$ cat src/rtl/decoder_2_4_seq.sv
// decoder_2_4_seq: sequenced 2-to-4 one-hot pulse decoder (PULSE_LEN on, GAP_LEN off); define DEC24_ACTIVE_LOW_EN for inverted out
module decoder_2_4_seq #(
  parameter int PULSE_LEN = 4,
  parameter int GAP_LEN   = 1
) (
  input  logic       clk,
  input  logic       rst,
  input  logic       en,
  input  logic       in_valid,
  input  logic [1:0] in_code,
  output logic       in_ready,
  output logic [0:3] out,
  output logic       busy,
  output logic       done
);
  typedef enum logic [1:0] {IDLE, ACTIVE, GAP} state_t;
`ifdef DEC24_ACTIVE_LOW_EN
  localparam logic [0:3] OUT_OFF = 4'b1111;
`else
  localparam logic [0:3] OUT_OFF = 4'b0000;
`endif
  localparam logic [7:0] P_LAST = 8'(PULSE_LEN - 1);
  localparam logic [7:0] G_LAST = (GAP_LEN > 0) ? 8'(GAP_LEN - 1) : 8'd0;
  state_t     state_q, state_d;
  logic [7:0] cnt_q, cnt_d;
  logic [1:0] code_q, code_d;
  logic [0:3] out_q, out_d;
  logic       done_q, done_d;
  assign in_ready = (state_q == IDLE) && en;
  assign busy     = (state_q != IDLE);
  assign out      = out_q;
  assign done     = done_q;
  always_comb begin
    state_d = state_q;
    cnt_d   = cnt_q;
    code_d  = code_q;
    done_d  = 1'b0;
    case (state_q)
      IDLE: if (en && in_valid) begin
        state_d = ACTIVE;
        cnt_d   = P_LAST;
        code_d  = in_code;
      end
      ACTIVE: if (!en) begin
        state_d = IDLE;
        cnt_d   = 8'd0;
      end else if (cnt_q == 8'd0) begin
        state_d = (GAP_LEN > 0) ? GAP : IDLE;
        cnt_d   = G_LAST;
        done_d  = 1'b1;
      end else begin
        cnt_d = cnt_q - 8'd1;
      end
      GAP: if (!en || cnt_q == 8'd0) begin
        state_d = IDLE;
        cnt_d   = 8'd0;
      end else begin
        cnt_d = cnt_q - 8'd1;
      end
      default: begin
        state_d = IDLE;
        cnt_d   = 8'd0;
      end
    endcase
    out_d = (state_d == ACTIVE) ? ((4'b1000 >> code_d) ^ OUT_OFF) : OUT_OFF;
  end
  always_ff @(posedge clk or posedge rst) begin
    if (rst) begin
      state_q <= IDLE;
      cnt_q   <= 8'd0;
      code_q  <= 2'b00;
      out_q   <= OUT_OFF;
      done_q  <= 1'b0;
    end else begin
      state_q <= state_d;
      cnt_q   <= cnt_d;
      code_q  <= code_d;
      out_q   <= out_d;
      done_q  <= done_d;
    end
  end
endmodule

$ cat config.mk
export PLATFORM = sky130hd
export DESIGN_NAME = decoder_2_4_seq
export DESIGN_NICKNAME = d
export VERILOG_FILES = /design/src/rtl/decoder_2_4_seq.sv
export SDC_FILE = /design/constraint.sdc
export NUM_CORES = 1
export LEC_CHECK = 0
export ABC_AREA = 1
export CORE_MARGIN = 2
export CORE_UTILIZATION = 42
export CTS_BUF_LIST = sky130_fd_sc_hd__clkbuf_4 sky130_fd_sc_hd__clkbuf_8
export CTS_CLUSTER_SIZE = 30
export DETAILED_ROUTE_END_ITERATION = 10
export PLACE_DENSITY = 0.69
export SLEW_MARGIN = 20
export SYNTH_ARGS = -nofsm -noshare
export SYNTH_HDL_FRONTEND = slang
export SYNTH_SLANG_ARGS = --single-unit
$ cat constraint.sdc
create_clock -name clk -period 1.25 [get_ports clk]
set_clock_uncertainty 0.05 [all_clocks]
set_input_delay 0.125 -clock clk [delete_from_list [all_inputs] [get_ports clk]]
set_output_delay 0.125 -clock clk [all_outputs]
set_load 0.02 [all_outputs]
# ---- Word level (Yosys, flattened, before mapping)
# Cells that the tools add are included.
dict set report totals {
  reg_bits 17
  input_bits 6
  output_inout_bits 7
  elab_cells 34
}
dict set report op_classes {
  add_sub_neg 1
  eq_ne 4
  shift 1
  mux 16
  n_reduce_logical 7
}
# operator count
set ops {}
lappend ops {{8-bit two-way mux} 4}
lappend ops {{8-bit one-hot mux with 3 select lines} 1}
lappend ops {{2-bit two-way mux} 6}
lappend ops {{8-bit zero test} 1}
lappend ops {{8-bit by 1-bit subtractor with 8-bit output (second input constant)} 1}
lappend ops {{2-bit one-hot mux with 3 select lines} 1}
lappend ops {{2-bit by 1-bit equality test with 1-bit output (second input constant)} 2}
lappend ops {{4-bit two-way mux} 1}
lappend ops {{4-bit by 2-bit >> shifter with 4-bit output (first input constant)} 1}
lappend ops {{1-bit two-way mux} 3}
lappend ops {{2-bit equality test (second input constant)} 1}
lappend ops {{1-bit logical AND} 2}
lappend ops {{2-bit zero test} 1}
lappend ops {{2-bit by 1-bit != test with 1-bit output (second input constant)} 1}
lappend ops {{2-bit nonzero test} 1}
lappend ops {{1-bit zero test} 1}
lappend ops {{1-bit logical OR} 1}

# ---- Longest topological paths before layout
# Gate-level depths: netlist (run 1).
dict set report logic_depth {
  depth_word 6
  ltp_mapped 9
  ltp_nobuf 9
}

# ---- Least setup slack after synthesis (run 1)
# OpenSTA, ideal clock, no wires.
dict set report synth_path {
  kind {register to register}
  start {register cnt_q[0]}
  end {register cnt_q[2]}
  setup_ps 120
  t_arrival_ps 1147
  required_ps 1080
  setup_slack_ps -67
  path_stages_with_launch 10
  path_buffers 0
  synth_period_minus_slack_ps 1317
  cell_sequence {dfrtp_1 inv_1 ha_1 nand2_1 nor2_2 nand2_2 nand3_4 nand2_1 inv_2 nor2_2}
}
dict set report synth_via {
  elab_chain_len 4
  elab_cells_between_ends 7
  classes_between {add/sub: 1; mux: 4; reduce/logical: 2}
}
# element line
set synth_rtl {}
lappend synth_rtl {{start, declared} 25} ;# logic [7:0] cnt_q, cnt_d;
lappend synth_rtl {{start signal, assigned} 76} ;# cnt_q <= cnt_d;
lappend synth_rtl {{8-bit by 1-bit subtractor with 8-bit output / 8-bit zero test (equally long branches)} -}
lappend synth_rtl {{8-bit two-way mux / 1-bit logical OR (equally long branches)} {47, 54}}
lappend synth_rtl {{8-bit two-way mux, on equally long branches} {44, 54}}
lappend synth_rtl {{8-bit one-hot mux with 3 select lines (*)} 38} ;# case (state_q)
# Mark *: on every way between the ends. The rest lies on a longest branch, timed or not.
# A chain may end at the register's enable or synchronous reset.

# ---- Worst setup path in the final report (run 1)
dict set report layout_path {
  start {register cnt_q[1]}
  end {register cnt_q[2]}
}
# Same word-level chain as after synthesis.

==> reports/qor.txt, run 1 <==
Asr flop ratio synth: 100%
Setup crit start kind: flop
Arr. time, crit path: 1450 ps
Layout cell share with drive strength beyond 1: 46.9%
Tmin final: 1310 ps
Worst-Margin Slew: 237 ps
Synth Area in Simple Gates: 34.9%
Largest family of logic cells by synthesized area: simple AND/OR/NAND/NOR gates
Yosys warns: 0
Final wirelength: 2190 µm
Sum Neg Setup Slack: -544 ps
Total gr overflow: 0
Reg-to-Reg Start: cnt_q[1]$_DFFE_PP0P_
Vias per inst: 4.78
Routed vias: 898
Max stage delay on crit path: 410 ps
EDFF count, synth: 0
Antenna viol nets, final: 0
Post-DP HPWL: 1440 µm
Unrepaired setup endpoints after global routing: true
Post-Syn Area: 932 µm²
Die W: 51.1 µm
Starting DRT DRC Count: 20
I/O pins: 13
Gate Count Post-Synth: 121
Area share of the largest cell type after synthesis: 45.6%
Core area: 0.00215 mm²
P_leak: 0.744 nW
Total track usage: 18.0%
Post-synthesis compound-gate area fraction: 6.44%
Worst Hold Margin: 75.5 ps
Worst skew pair latency: 290 ps
Clk sinks: 17
Seq/Total Area, Yosys: 45.6%
Synth Area in Adders: 1.34%
CTS max path bufs: 2
Post-synth cell types: 20
Fmax: 0.762 GHz
Row count: 17
CTS tree: built
Worst-path clk slew: 110 ps
Post-synthesis mux area share: 0%
DRC violations left: 0
Die area: 0.00261 mm²
Antenna violations before repair: 0
Placed inst area: 0.00122 mm²
Top cells by area, synth: dfrtp_1 46%, nand2_1 14%, inv_1 7.2%, nand2_2 4.0%, nor2_1 4.0%
Area leader, netlist: dfrtp_1
Status: finished, violations left
VDD IR max: 1.74 mV
Fin. Hold Viols: 0
Fin nets: 168
Routed length per placed instance: 11.6 µm
Worst slew margin: 84.2%
First-pass GRT wire length: 3430 µm
Fillers: 174
IO buf count: 12
Antenna diode count: 0
Syn_area_per_cell: 7.70 µm²
Post-layout instance area: 0.00143 mm²
Final Cycle Share: 105%
Worst Path Buf+Inv: 2
Setup crit end kind: flop
Pwr Density: 2300 mW/mm²
Crit. Startpoint: cnt_q[1]$_DFFE_PP0P_
Syn_nets: 128
Critical path class: reg -> reg
Largest net degree at the start of global routing: 18
Multi-input gate area: 553 µm²
Req. time, crit path: 1390 ps
Worst Path Max Fanout: 6
Hold buffer count at cts: 0
GP Congestion: 0.860
Crit path max-delay family: simple AND/OR/NAND/NOR gates
Setup violators final: 14
Violated checks: setup timing
Max cap viols: 0
CTS Buf Count: 3
Critical Path Slowest Stage Cell: dfrtp_1
Htree depth: 1
Worst hold path class: in -> async
Die Span Y: 51.1 µm
FF+latch area: 427 µm²
Vias in the first global route: 832
CTS Root Cell: clkbuf_4
Primary FF master, synth: dfrtp_1
Register bit total from synthesis: 17
Initial Utilization: 43.4%
Drt first pass iters: 4
XOR/XNOR Fraction of Synth Area: 2.82%
Final worst slack: -62.8 ps
Critical-path cell list: inv_2 > ha_4 > nand2_2 > nor2_4 > nand2_4 > nand3_4 > nand2_2 > inv_2 > nor2_2
Area delta synth->final: 52.9%
Max Slew Vio Count: 0
==> cell families (layout without fill, tap and decap cells) <==
group,after synthesis,count (layout)
flops,17,17
xor+xnor,3,3
simple gates,68,68
buf+inv,21,60
compound gates,11,11
fa+ha+maj,1,1
==> layout by cell type, fill, tap and decap left out <==
master	Yosys	layout
buf_6	0	5
nand2_2	6	15
o31ai_1	1	1
xor2_2	0	1
nor2_1	10	6
inv_2	2	6
dlygate4sd2_1	0	5
buf_4	1	21
nor2_4	1	4
dfrtp_1	17	16
xor2_1	3	2
nand3_4	1	2
nor2_2	5	6
o21ai_0	1	1
clkdlybuf4s50_1	0	5
nand2_4	0	5
o21bai_1	1	1
a21oi_2	0	3
clkbuf_4	0	3
nand3_1	4	3
inv_1	18	14
nand3_2	1	1
ha_4	0	1
dfrtp_2	0	1
nand4_1	4	4
clkinv_2	0	1
o21ai_1	4	4
nand2_1	36	22
a21oi_1	4	1
==> power by group <==
group | internal [mW] | switching [mW]
combinational | 0.951 | 1.15
clock | 0.119 | 0.189
sequential | 0.725 | 0.143
total | 1.80 | 1.48
==> what timing repair did <==
item,4_1_cts,5_1_grt
pin swaps,6,9
endpoints found under the setup margin,18,17
setup buffers,3,5
gates resized for setup,28,24
==> area by class of cell <==
class | instances | share of cell area (%)
sequential | 17 | 29.9
clock inverter | 1 | 0.351
tap | 28 | 2.46
clock buffer | 3 | 1.58
inverter | 20 | 5.27
timing repair buffer | 36 | 21.6
multi-input combinational | 83 | 38.8
==> metrics by stage <==
stage	setup slack, ps	utilization [%]	std cells	power, mW
2_1_floorplan	10.7	-	121	1.90
3_3_place_gp	-265	56.9	176	2.42
3_5_place_dp	-286	56.9	176	2.47
4_1_cts	-79.1	60.9	183	2.94
5_1_grt	-129	66.3	188	3.55
6_report	-62.8	66.3	188	3.27
==> registers in the layout, indices dropped and copies added, names as in the netlist <==
signal and cells:
cnt_q 8, out 4, code_q 2, state_q 2, done 1
==> cells in the mapped netlist, drive strengths merged, types with 3 or more instances <==
cell	n
nand2	42
inv	20
dfrtp	17
nor2	16
nand3	6
o21ai	5
a21oi	4
nand4	4
xor2	3
==> path summary, 6_finish.rpt <==
kind	depth (start not counted)	end	slack, ps
worst max-delay path	9	cnt_q[2]$_DFFE_PP0P_	-60
worst min register to register	2	code_q[0]$_DFF_PP0_	490
worst min-delay path	3	cnt_q[4]$_DFFE_PP0P_	80
worst max register to register	9	cnt_q[2]$_DFFE_PP0P_	-60
max in group asynchronous	3	cnt_q[2]$_DFFE_PP0P_	850
min in group clk	3	state_q[1]$_DFF_PP0_	390
==> metal layers <==
metal  track usage, %  up-vias  part of all wire, %  routed length [µm]
li1                 -      456                    -                   -
met1             21.9      418                   41                 894
met2             31.2       20                   55                1190
met3             3.51        4                  3.1                  68
met4             6.76        0                  1.5                  33
met5                0        -                    0                   0
==> worst reg2reg max path, delay by kind of cell (launching register included) <==
family / cells / cell delay (ps)
adders and majority gates: 1 / 140
and+or+nand+nor: 6 / 440
DFF: 1 / 410
buffers and inverters: 2 / 180
No activity file was read; power rests on OpenSTA's default activity.
==> run 2: changes to the inputs <==
- CORE_MARGIN: 2 -> unset
- MAX_ROUTING_LAYER: unset -> met4
==> reports/qor.txt, run 2 (synthesized netlist as in run 1, its figures left out) <==
Starting DRT DRC Count: 8 (-60%)
Total power: 3.32 mW (+1.5%)
GRT Max-Usage Layer: met2
Arr. time, crit path: 1520 ps (+70 ps)
Worst Path Max Fanout: 3 (-3)
Met3 Usage GRT: 4.05% (+0.54 points)
Violated checks: setup timing
Initial Utilization: 46.1% (+2.7 points)
P_leak: 0.763 nW (+2.5%)
Routed length per placed instance: 11.8 µm (+1.3%)
GP Congestion: 0.855 (-0.58%)
Fin. Hold Viols: 0 (unchanged)
Setup crit end kind: flop
VDD IR max: 1.72 mV (-1.4%)
Worst hold path class: in -> async
Vias per inst: 4.65 (-2.7%)
Max cap viols: 0 (unchanged)
I/O pins: 13 (unchanged)
CTS Root Cell: clkbuf_4
Max Slew Vio Count: 0 (unchanged)
Post-DP HPWL: 1470 µm (+1.8%)
Routed vias: 892 (-0.67%)
Antenna diode count: 0 (unchanged)
R2r setup slk: -150 ps (-90 ps)
Post-Place Setup Slack: -265 ps (+20.6 ps)
Die W: 49.1 µm (-3.9%)
Req. time, crit path: 1360 ps (-30 ps)
Final wirelength: 2270 µm (+3.5%)
Die area: 0.00241 mm² (-7.7%)
Worst-path clk slew: 110 ps (about the same)
Antenna viol nets, final: 0 (unchanged)
First-pass GRT wire length: 3640 µm (+6.0%)
Drt first pass iters: 4 (unchanged)
Most frequent cells in the layout: 30 x nand2_1, 27 x buf_4, 17 x dfrtp_1
CTS max path bufs: 2 (unchanged)
Setup crit start kind: flop
Largest net degree at the start of global routing: 18 (unchanged)
Most common cell after layout, fill and taps aside: nand2_1
CTS tree: built
Max FFs per register: 8 (unchanged)
Hold buffer count at cts: 0 (unchanged)
Critical path class: reg -> reg
Setup violators final: 17 (+3)
Htree depth: 1 (unchanged)
Fmax: 0.713 GHz (-6.5%)
CTS Buf Count: 3 (unchanged)
Worst-Margin Slew: 271 ps (+34.0 ps)
Clk sinks: 17 (unchanged)
Grt met1 use: 21.7% (-0.17 points)
Core area: 0.00202 mm² (-5.9%)
Biggest register: cnt_q
Final worst slack: -153 ps (-90.6 ps)
DRC violations left: 0 (unchanged)
Tmin final: 1400 ps (+90.6 ps)
Layout cell share with drive strength beyond 1: 41.2% (-5.7 points)
Fin nets: 173 (+3.0%)
Met2 Use GR: 36.8% (+5.6 points)
Antenna violations before repair: 0 (unchanged)
Final Cycle Share: 112% (+7.3 points)
Unrepaired setup endpoints after global routing: true
Total track usage: 20.2% (+2.2 points)
Vias in the first global route: 901 (+8.3%)
Worst slew margin: 81.9% (-2.3 points)
Total gr overflow: 0 (unchanged)
Area delta synth->final: 53.0% (about the same)
Worst skew pair latency: 280 ps (about the same)
Fillers: 169 (-2.9%)
Status: finished, violations left
Row count: 16 (-1)
Die Span Y: 49.1 µm (-3.9%)
IO buf count: 12 (unchanged)
Pwr Density: 2330 mW/mm² (+1.4%)
==> run 2: changes by cell type in the layout (fill, tap and decap cells not counted), moves of 2 or more <==
cell | before | now
nand2_1 | 22 | 30
a21oi_2 | 3 | 1
a21oi_1 | 1 | 3
buf_4 | 21 | 27
nand2_4 | 5 | 3
nand2_2 | 15 | 9
nor2_2 | 6 | 4
==> run 2: stage by stage <==
step | hold WS (ps) | utilization (%) | cell area (µm²) | instances | TNS [ps]
final | 86.2 | 70.5 | 1430 | 192 | -1310
after global placement | 400 | 61.1 | 1240 | 177 | -2260
after global routing | 138 | 70.5 | 1430 | 192 | -2360
after floorplan | 1.07 | - | 955 | 121 | 0
after CTS | 96.9 | 65.5 | 1320 | 185 | -502
after detailed placement | 410 | 61.1 | 1240 | 177 | -2440
==> run 2: routing by layer <==
layer	wire length [µm]	vias to the layer above
met5	0	-
met4	12	0
met3	38	2
met2	1280	7
met1	937	422
li1	-	461
==> run 2: repair_timing <==
action                     4_1_cts  5_1_grt
setup endpoints to repair       19       17
setup buffers                    4        7
pin swaps                        4        8
gates resized for setup         25       13
==> run 2: report_power, final <==
part / internal, mW / switching (mW)
logic: 1.01 / 1.15
registers: 0.724 / 0.132
clock network: 0.145 / 0.164
total: 1.88 / 1.45
==> run 2: path summary, 6_finish.rpt <==
check / start / end / depth (start not counted)
min: rst / cnt_q[4]$_DFFE_PP0P_ / 3
min in group clk: en / state_q[1]$_DFF_PP0_ / 3
max: cnt_q[0]$_DFFE_PP0P_ / cnt_q[2]$_DFFE_PP0P_ / 7
min reg2reg: cnt_q[4]$_DFFE_PP0P_ / cnt_q[4]$_DFFE_PP0P_ / 2
max in group asynchronous: rst / code_q[1]$_DFF_PP0_ / 3
max reg2reg: cnt_q[0]$_DFFE_PP0P_ / cnt_q[2]$_DFFE_PP0P_ / 7
==> run 2: area by class of cell <==
type,instances,area [µm²],share of cell area [%]
Multi-Input combinational cell,83,520,36.5
Clock buffer,4,30.0,2.11
Sequential cell,17,425,29.8
Tap cell,27,33.8,2.37
Timing Repair Buffer,41,342,23.9
Inverter,20,75.1,5.26
==> run 2: worst max-delay path, stage by stage (launching register included) <==
cell and delay [ps]:
dfrtp_1 400, inv_2 70, ha_4 170, buf_4 130, buf_4 120, nand2_2 80, xor2_1 190, nor2_2 60
